File: src/rtl/multicycle_control_fsm.sv
// ---------------------------------------------------------------------------
// multicycle_control_fsm
//
// Multi-cycle sequencer for the 16-bit CPU datapath. Each instruction is
// stepped through FETCH, DECODE, EXEC, MEM and WB. The block drives the
// datapath control strobes, the PC/IR load strobes and the shared memory-port
// handshake. A memory wait that lasts too long parks the sequencer in a
// sticky FAULT state that only Reset leaves.
//
// Parameters:
//   TIMEOUT_CYCLES  max consecutive MemReady wait cycles in FETCH/MEM that are
//                   tolerated before FAULT (0 disables the timeout)
//
// Ports:
//   Clock      in   system clock, rising edge
//   Reset      in   synchronous, active-high reset
//   Enable     in   run request, sampled in IDLE and at instruction retire
//   OPCODE     in   IR[15:13], latched in DECODE
//   MemReady   in   memory accepted/completed the current request
//   Zero       in   ALU zero flag (BNE condition)
//   PCWrite    out  PC load (FETCH completion or BNE taken)
//   PCSrc      out  0 = ALU result (PC+2), 1 = ALUOut (branch target)
//   IorD       out  memory address select: 0 = PC, 1 = ALUOut
//   IRWrite    out  load IR from memory data
//   MemRead    out  memory read request
//   MemWrite   out  memory write request
//   MemToReg   out  write-back source: 1 = MDR
//   RegDst     out  1 = rd field, 0 = rt field
//   RegWrite   out  register file write
//   ALUSrcA    out  0 = PC, 1 = rs
//   ALUSrcB    out  00 rt, 01 const 2, 10 sign-ext imm, 11 branch offset
//   ALUOp      out  00 add, 01 sub/compare, 10 funct, 11 immediate op
//   State      out  current state (debug)
//   InstrDone  out  one-cycle pulse in the retiring cycle
//   Fault      out  sticky memory timeout indication
// ---------------------------------------------------------------------------
module multicycle_control_fsm #(
    parameter int unsigned TIMEOUT_CYCLES = 15
) (
    input  logic       Clock,
    input  logic       Reset,
    input  logic       Enable,
    input  logic [2:0] OPCODE,
    input  logic       MemReady,
    input  logic       Zero,
    output logic       PCWrite,
    output logic       PCSrc,
    output logic       IorD,
    output logic       IRWrite,
    output logic       MemRead,
    output logic       MemWrite,
    output logic       MemToReg,
    output logic       RegDst,
    output logic       RegWrite,
    output logic       ALUSrcA,
    output logic [1:0] ALUSrcB,
    output logic [1:0] ALUOp,
    output logic [2:0] State,
    output logic       InstrDone,
    output logic       Fault
);

    localparam logic [2:0] ST_IDLE   = 3'd0;
    localparam logic [2:0] ST_FETCH  = 3'd1;
    localparam logic [2:0] ST_DECODE = 3'd2;
    localparam logic [2:0] ST_EXEC   = 3'd3;
    localparam logic [2:0] ST_MEM    = 3'd4;
    localparam logic [2:0] ST_WB     = 3'd5;
    localparam logic [2:0] ST_FAULT  = 3'd7;

    localparam logic [2:0] OP_RTYPE = 3'b000;
    localparam logic [2:0] OP_ANDI  = 3'b001;
    localparam logic [2:0] OP_ORI   = 3'b010;
    localparam logic [2:0] OP_ADDI  = 3'b011;
    localparam logic [2:0] OP_SLTI  = 3'b100;
    localparam logic [2:0] OP_LW    = 3'b101;
    localparam logic [2:0] OP_SW    = 3'b110;
    localparam logic [2:0] OP_BNE   = 3'b111;

    // Counter must be at least 4 bits and wide enough to hold TIMEOUT_CYCLES.
    localparam int unsigned CNT_W_RAW = $clog2(TIMEOUT_CYCLES + 1);
    localparam int unsigned CNT_W     = (CNT_W_RAW > 4) ? CNT_W_RAW : 4;
    localparam logic [CNT_W-1:0] TIMEOUT_VAL = CNT_W'(TIMEOUT_CYCLES);
    localparam logic [CNT_W-1:0] CNT_MAX     = {CNT_W{1'b1}};
    localparam logic [CNT_W-1:0] CNT_ZERO    = {CNT_W{1'b0}};

    logic [2:0]       state_r;
    logic [2:0]       state_next_s;
    logic [2:0]       opcode_r;
    logic [CNT_W-1:0] wait_cnt_r;
    logic             timeout_hit_s;
    logic [2:0]       retire_next_s;
    logic             in_wait_state_s;

    // Timeout fires only when the registered count already sits at the limit
    // and memory is still not ready; a late MemReady at the limit wins.
    assign timeout_hit_s   = (TIMEOUT_CYCLES != 0) && !MemReady && (wait_cnt_r == TIMEOUT_VAL);
    assign retire_next_s   = Enable ? ST_FETCH : ST_IDLE;
    assign in_wait_state_s = (state_r == ST_FETCH) || (state_r == ST_MEM);

    // State register.
    always_ff @(posedge Clock) begin
        if (Reset) begin
            state_r <= ST_IDLE;
        end else begin
            state_r <= state_next_s;
        end
    end

    // Opcode latch: captured once in DECODE so later IR-bus changes are ignored.
    always_ff @(posedge Clock) begin
        if (Reset) begin
            opcode_r <= 3'b000;
        end else if (state_r == ST_DECODE) begin
            opcode_r <= OPCODE;
        end else begin
            opcode_r <= opcode_r;
        end
    end

    // Memory wait counter: counts consecutive not-ready cycles in FETCH/MEM,
    // clears on completion or any state change, saturates instead of wrapping.
    always_ff @(posedge Clock) begin
        if (Reset) begin
            wait_cnt_r <= CNT_ZERO;
        end else if (MemReady || (state_next_s != state_r) || !in_wait_state_s) begin
            wait_cnt_r <= CNT_ZERO;
        end else if (wait_cnt_r != CNT_MAX) begin
            wait_cnt_r <= wait_cnt_r + {{(CNT_W-1){1'b0}}, 1'b1};
        end else begin
            wait_cnt_r <= wait_cnt_r;
        end
    end

    // Next-state logic.
    always_comb begin
        state_next_s = state_r;
        case (state_r)
            ST_IDLE: begin
                if (Enable) begin
                    state_next_s = ST_FETCH;
                end else begin
                    state_next_s = ST_IDLE;
                end
            end
            ST_FETCH: begin
                if (MemReady) begin
                    state_next_s = ST_DECODE;
                end else if (timeout_hit_s) begin
                    state_next_s = ST_FAULT;
                end else begin
                    state_next_s = ST_FETCH;
                end
            end
            ST_DECODE: begin
                state_next_s = ST_EXEC;
            end
            ST_EXEC: begin
                case (opcode_r)
                    OP_RTYPE, OP_ANDI, OP_ORI, OP_ADDI, OP_SLTI: state_next_s = ST_WB;
                    OP_LW, OP_SW:                                state_next_s = ST_MEM;
                    OP_BNE:                                      state_next_s = retire_next_s;
                    default:                                     state_next_s = ST_FAULT;
                endcase
            end
            ST_MEM: begin
                if (MemReady) begin
                    if (opcode_r == OP_LW) begin
                        state_next_s = ST_WB;
                    end else begin
                        state_next_s = retire_next_s;
                    end
                end else if (timeout_hit_s) begin
                    state_next_s = ST_FAULT;
                end else begin
                    state_next_s = ST_MEM;
                end
            end
            ST_WB: begin
                state_next_s = retire_next_s;
            end
            ST_FAULT: begin
                state_next_s = ST_FAULT;
            end
            default: begin
                // Unused encoding 6: treat as corruption and park safely.
                state_next_s = ST_FAULT;
            end
        endcase
    end

    // Output decode from registered state and latched opcode.
    always_comb begin
        PCWrite   = 1'b0;
        PCSrc     = 1'b0;
        IorD      = 1'b0;
        IRWrite   = 1'b0;
        MemRead   = 1'b0;
        MemWrite  = 1'b0;
        MemToReg  = 1'b0;
        RegDst    = 1'b0;
        RegWrite  = 1'b0;
        ALUSrcA   = 1'b0;
        ALUSrcB   = 2'b00;
        ALUOp     = 2'b00;
        InstrDone = 1'b0;
        Fault     = 1'b0;
        case (state_r)
            ST_IDLE: begin
                PCWrite = 1'b0;
            end
            ST_FETCH: begin
                MemRead = 1'b1;
                ALUSrcB = 2'b01;
                // IR and PC+2 are committed only in the cycle memory delivers.
                IRWrite = MemReady;
                PCWrite = MemReady;
            end
            ST_DECODE: begin
                ALUSrcB = 2'b11;
            end
            ST_EXEC: begin
                ALUSrcA = 1'b1;
                case (opcode_r)
                    OP_RTYPE: begin
                        ALUSrcB = 2'b00;
                        ALUOp   = 2'b10;
                    end
                    OP_ANDI, OP_ORI, OP_ADDI, OP_SLTI: begin
                        ALUSrcB = 2'b10;
                        ALUOp   = 2'b11;
                    end
                    OP_LW, OP_SW: begin
                        ALUSrcB = 2'b10;
                        ALUOp   = 2'b00;
                    end
                    OP_BNE: begin
                        ALUSrcB   = 2'b00;
                        ALUOp     = 2'b01;
                        PCSrc     = 1'b1;
                        PCWrite   = ~Zero;
                        InstrDone = 1'b1;
                    end
                    default: begin
                        ALUSrcA = 1'b0;
                    end
                endcase
            end
            ST_MEM: begin
                IorD      = 1'b1;
                MemRead   = (opcode_r == OP_LW);
                MemWrite  = (opcode_r == OP_SW);
                InstrDone = (opcode_r == OP_SW) && MemReady;
            end
            ST_WB: begin
                RegWrite  = 1'b1;
                RegDst    = (opcode_r == OP_RTYPE);
                MemToReg  = (opcode_r == OP_LW);
                InstrDone = 1'b1;
            end
            ST_FAULT: begin
                Fault = 1'b1;
            end
            default: begin
                Fault = 1'b0;
            end
        endcase
    end

    assign State = state_r;

endmodule

File: config.mk
export PLATFORM = sky130hd
export DESIGN_NAME = multicycle_control_fsm
export DESIGN_NICKNAME = d
export VERILOG_FILES = /design/src/rtl/multicycle_control_fsm.sv
export SDC_FILE = /design/constraint.sdc
export NUM_CORES = 1
export LEC_CHECK = 0
export CAP_MARGIN = 20
export CORE_MARGIN = 8
export CORE_UTILIZATION = 48
export CTS_BUF_LIST = sky130_fd_sc_hd__clkbuf_4
export DETAILED_ROUTE_END_ITERATION = 10
export PLACE_DENSITY = 0.93
export SLEW_MARGIN = 20
export SYNTH_ARGS = -nofsm -noshare
export SYNTH_HDL_FRONTEND = slang
export SYNTH_SLANG_ARGS = --single-unit
File: constraint.sdc
create_clock -name Clock -period 3.2 [get_ports Clock]
set_input_delay 0.64 -clock Clock [delete_from_list [all_inputs] [get_ports Clock]]
set_output_delay 0.64 -clock Clock [all_outputs]
set_load 0.01 [all_outputs]
## Word level (Yosys, flattened, before mapping)

Cells that the tools add are included.
Widths: inputs -> output; s select.

| storage, ports and cells | value |
|---|---|
| register bits | 10 |
| output and inout port bits | 19 |

| cells by class | value |
|---|---|
| reductions and logical operators | 16 |
| equal/unequal tests | 16 |
| bitwise gates (word level) | 1 |
| multiplexer cells | 26 |
| add/sub/neg operators | 1 |

Operators with widths:

| kind | count |
|---|---|
| $eq 3x3->1 const B | 7 |
| $pmux 3 s5 | 1 |
| $eq 3x2->1 const B | 4 |
| $mux 1 | 12 |
| $mux 3 | 4 |
| $pmux 3 s3 | 1 |
| $pmux 2 s4 | 1 |
| $reduce_or 2->1 | 4 |
| $eq 3x1->1 const B | 2 |
| $logic_not 3->1 | 2 |
| $pmux 2 s3 | 1 |
| $reduce_or 6->1 | 1 |
| $reduce_or 5->1 | 1 |
| $add 4x1->4 const B | 1 |
| $eq 4x4->1 const B | 1 |
| $mux 2 | 2 |
| $ne 4x4->1 const B | 1 |
| $pmux 1 s2 | 2 |
| $pmux 2 s2 | 1 |
| $reduce_or 4->1 | 1 |
| $logic_or 1x1->1 | 3 |
| $ne 3x3->1 | 1 |
| $pmux 1 s3 | 1 |
| $logic_and 1x1->1 | 2 |
| 2 further kinds | 3 |

## Longest topological paths before layout

| depth | value |
|---|---|
| word-level depth | 9 |
| gate-level depth with buffers | 5 |
| depth with buffers taken out | 4 |

## Worst setup path after synthesis

No wires, ideal clock.

| path | value |
|---|---|
| path kind | input port to output port |
| start point | input port MemReady |
| end point | output port PCWrite |
| buffers on the path | 0 |
| arrival | 1.174 ns |
| setup slack | 1.386 ns |
| stages on the path | 3 |
| cells stage by stage | inv_1 nor4_2 a31o_1 |

| between the ends | value |
|---|---|
| longest elaborated chain between the ends | 1 |

Ends and longest elaborated chain:

| item | RTL line | source |
|---|---|---|
| start: declaration | 44 | `input logic MemReady,` |
| $pmux 1 s2 | 208 | `case (state_r)` |
| end: declaration | 46 | `output logic PCWrite,` |

Every way passes these cells.

## Worst setup path after layout

| path | value |
|---|---|
| start point | register state_r[0] (netlist: State[0]) |
| end point | output port PCWrite |

| between the ends | value |
|---|---|
| longest elaborated chain between the ends | 2 |
| elaborated cells on any way between the ends | 3 |
| those cells by class | 2 x eq/ne; 1 x mux |

Ends and longest elaborated chain:

| item | RTL line | source |
|---|---|---|
| start: declaration | 87 | `logic [2:0] state_r;` |
| start signal: assignment | 106 | `state_r <= state_next_s;` |
| $eq 3x2->1 / $eq 3x1->1 (equally long branches) | 208 |  |
| $pmux 1 s2 (*) | 208 |  |

Mark *: on every way between the ends. The rest lies on a longest branch, timed or not.

==> run_results.csv <==
group,metric,value,unit
power,internal_power,249,µW
layout,nets,128,
min_path,hold_path_class,"reg2reg",
synth,synth_nets,101,
layout,syn_to_final_growth,38.5,%
timing,rsz0062_at_grt,"false",
die,die-height,55.0,µm
min_path,holdPathStages,2,
layout,layout-drive-gt1-share,8.47,%
power,p_per_area,367,nW/µm²
detailed_routing,drtPass1Iterations,4,
grt,antenna_found_initial,0,
die,coreArea,1470,µm²
timing,drv_slew,0,
placed_design,place.gp.congestion,0.831,
clocking,cts_resized,0,
grt,gr-total-overflow,0,
critical_path,crit_arrival,2.30,ns
detailed_routing,vias,792,
die,initial_utilization,49.5,%
layout,postLayoutCoreUtil,68.5,%
min_path,hold_start,"opcode_r[0]",
grt,grt_first_pass_wirelength,3.31,mm
clocking,cts_root_buf,"clkbuf_4",
timing,tightest_slew,0.631,ns
layout,most-common-layout-cells,"clkdlybuf4s50_1 (26), nor2_1 (11), dfxtp_1 (10), inv_1 (6), a21oi_1 (6)",
critical_path,startpoint_type,"flop",
critical_path,cp_num_buf_inv,1,
synth,syn-instance-count,92,
clocking,cts_sinks,10,
power,switching_share,32.9,%
flow_run,cap_viol_max_count,0,
layout,final_common_cell,"clkdlybuf4s50_1",
placed_design,port_buffers,26,
clocking,clk_path_buf_depth,2,
timing,max_freq,341,MHz
timing,skew,0.00833,ns
critical_path,path_class,"reg2out",
detailed_routing,drcViolationCount,0,
timing,setup_violations,0,
timing,max-slew-margin-rel,57.9,%
critical_path,r2r_start,"State[0]",
clocking,cts_buffers,3,
clocking,clk_pin_slew,0.07,ns
power,max-vdd-ir-drop,0.000347,V
synth,yosysTopAreaCell,"dfxtp_1",
synth,synth.avg_cell_area,7.92,µm²
clocking,clkLatencyLatePin,0.27,ns
clocking,hold_buffers,0,
timing,fin_crit_sh,91.7,%
critical_path,slowest_delay,0.73,ns
power,p_leak,0.402,nW
die,rows,14,
clocking,post_cts_buffers,0,
die,dieWidth,55.0,µm
power,p_clk_share,23.5,%
synth,yosysTopAreaCellShare,27.5,%
detailed_routing,wire_per_inst,14.8,µm
critical_path,slowest_stage,"dfxtp_1",
detailed_routing,routed_via_density,5.91,
critical_path,crit_family,"flip-flops",
critical_path,cp_max_fo,20,
die,io_pins,27,
synth,ys_top_cells_by_area,"dfxtp_1 (27%), nor2_1 (5.7%), nor3b_2 (5.2%), a21oi_1 (4.1%), xnor2_1 (3.6%)",
placed_design,dp_hpwl,1.57,mm
detailed_routing,drt_iter0_drc,26,
layout,antenna_cells,0,
clocking,cts_tree,"done",
synth,synthesis.area,728,µm²
outcome,run_status,"complete, no violations",
synth,ys_ff_latch,10,
grt,grt_use_total,14.4,%
critical_path,worstRegToRegCells,3,
critical_path,end_kind,"output port",
grt,grt_max_degree,21,
detailed_routing,ant_nets,0,
critical_path,critPathRequiredTime,2.56,ns
die,fp.dieArea,3020,µm²
synth,yosysSeqAreaShare,27.5,%
synth,yosysWarnings,0,
synth,synth.distinct_cells,39,
grt,grt_pass1_vias,719,
detailed_routing,drt-total-wl,1.98,mm
min_path,worstHoldEndpoint,"opcode_r[0]",
power,pwr-share-seq,41.9,%
critical_path,rrSetupSlack,1.66,ns
critical_path,worstPathCellList,"nand3b_1 > nor2_1 > a31o_1 > clkdlybuf4s50_1",
clocking,htreeDepth,1,
power,pwr-share-comb,34.6,%
timing,tns,0,ns
timing,fin_crit,2.94,ns
critical_path,r2r-end,"wait_cnt_r[3]",
power,p_sw,122,µW
timing,hold_viol,0,
## worst reg2reg max path, stage by stage, from the launching register on
cell       delay, ns
dfxtp_1         0.73
and2b_1         0.27
o2111ai_2       0.19
nor3_1          0.26
## state kept, by name, summed over array words and instances, names as in the netlist
name and count:
opcode_r 3, State 3, wait_cnt_r 4
## Yosys cell counts, drive strengths merged
cell type and count:
nor2 11, dfxtp 10, a21oi 6, inv 6, buf 5, nand2 5, o21ai 5, nor3b 4
a31oi 3, nand3 3, nor3 3, xnor2 3, a211oi 2, a31o 2, and3 2, nor2b 2
o311ai 2, a21o 1, a41o 1, a41oi 1, and2b 1, and3b 1, and4 1, and4b 1
ha 1, mux2i 1, nand2b 1, nand3b 1, nor4 1, o2111ai 1, o21a 1, o21bai 1
o2bb2ai 1, or2 1, or3 1
## logic make-up (layout without fill, tap and decap cells)
kind of cell	Yosys count	count (layout)	synth area share [%]
adders and majority gates	1	1	1.72
AOI/OAI and AO/OA	27	27	25.9
xor gates and xnor gates	3	3	3.61
DFF	10	10	27.5
buffers and inverters	11	37	7.73
and+or+nand+nor	39	39	32.1
muxes	1	1	1.37
## cell type report
type,count,area [µm²]
clock buffers,3,22.5
clock inverters,1,3.75
inverters,6,22.5
flip-flops and latches,10,200
well taps,16,20.0
fillers,127,463
repair buffers,27,268
multi-input cells,71,472
## how the worst max path moves through the flow
stage | start | endpoint | slack, ns | depth (start not counted)
final | State[0] | PCWrite | 0.26 | 4
after global routing | State[0] | PCWrite | 0.14 | 4
after CTS | State[0] | PCWrite | 0.29 | 4
after detailed placement | MemReady | PCWrite | 0.32 | 5
after global placement | MemReady | PCWrite | 0.38 | 5
after floorplan | MemReady | PCWrite | 1.39 | 3
## power groups by stage
stage	logic, mW	registers (mW)	clock network [mW]
2_1_floorplan	0.0840	0.146	0
6_report	0.128	0.155	0.0872
4_1_cts	0.129	0.154	0.0910
5_1_grt	0.141	0.157	0.0985
3_5_place_dp	0.128	0.157	0
3_3_place_gp	0.126	0.156	0
## metal layers
metal	GRT usage (%)	wire, µm	vias to the layer above
li1	-	-	390
met3	4.55	172	3
met1	18.0	835	374
met5	0	0	-
met4	5.20	10	0
met2	22.8	960	25
## per-stage QoR
stage | hold WS (ns) | cell area, µm² | total power, mW | cells | setup WS [ns]
floorplan | 0.499 | 728 | 0.230 | 92 | 1.39
global placement | 0.533 | 982 | 0.282 | 130 | 0.384
detailed placement | 0.545 | 982 | 0.286 | 130 | 0.320
CTS | 0.556 | 1010 | 0.374 | 134 | 0.287
global route | 0.578 | 1010 | 0.397 | 134 | 0.136
finish | 0.565 | 1010 | 0.370 | 134 | 0.264
Note: power is estimated with default switching activity, not from simulation.
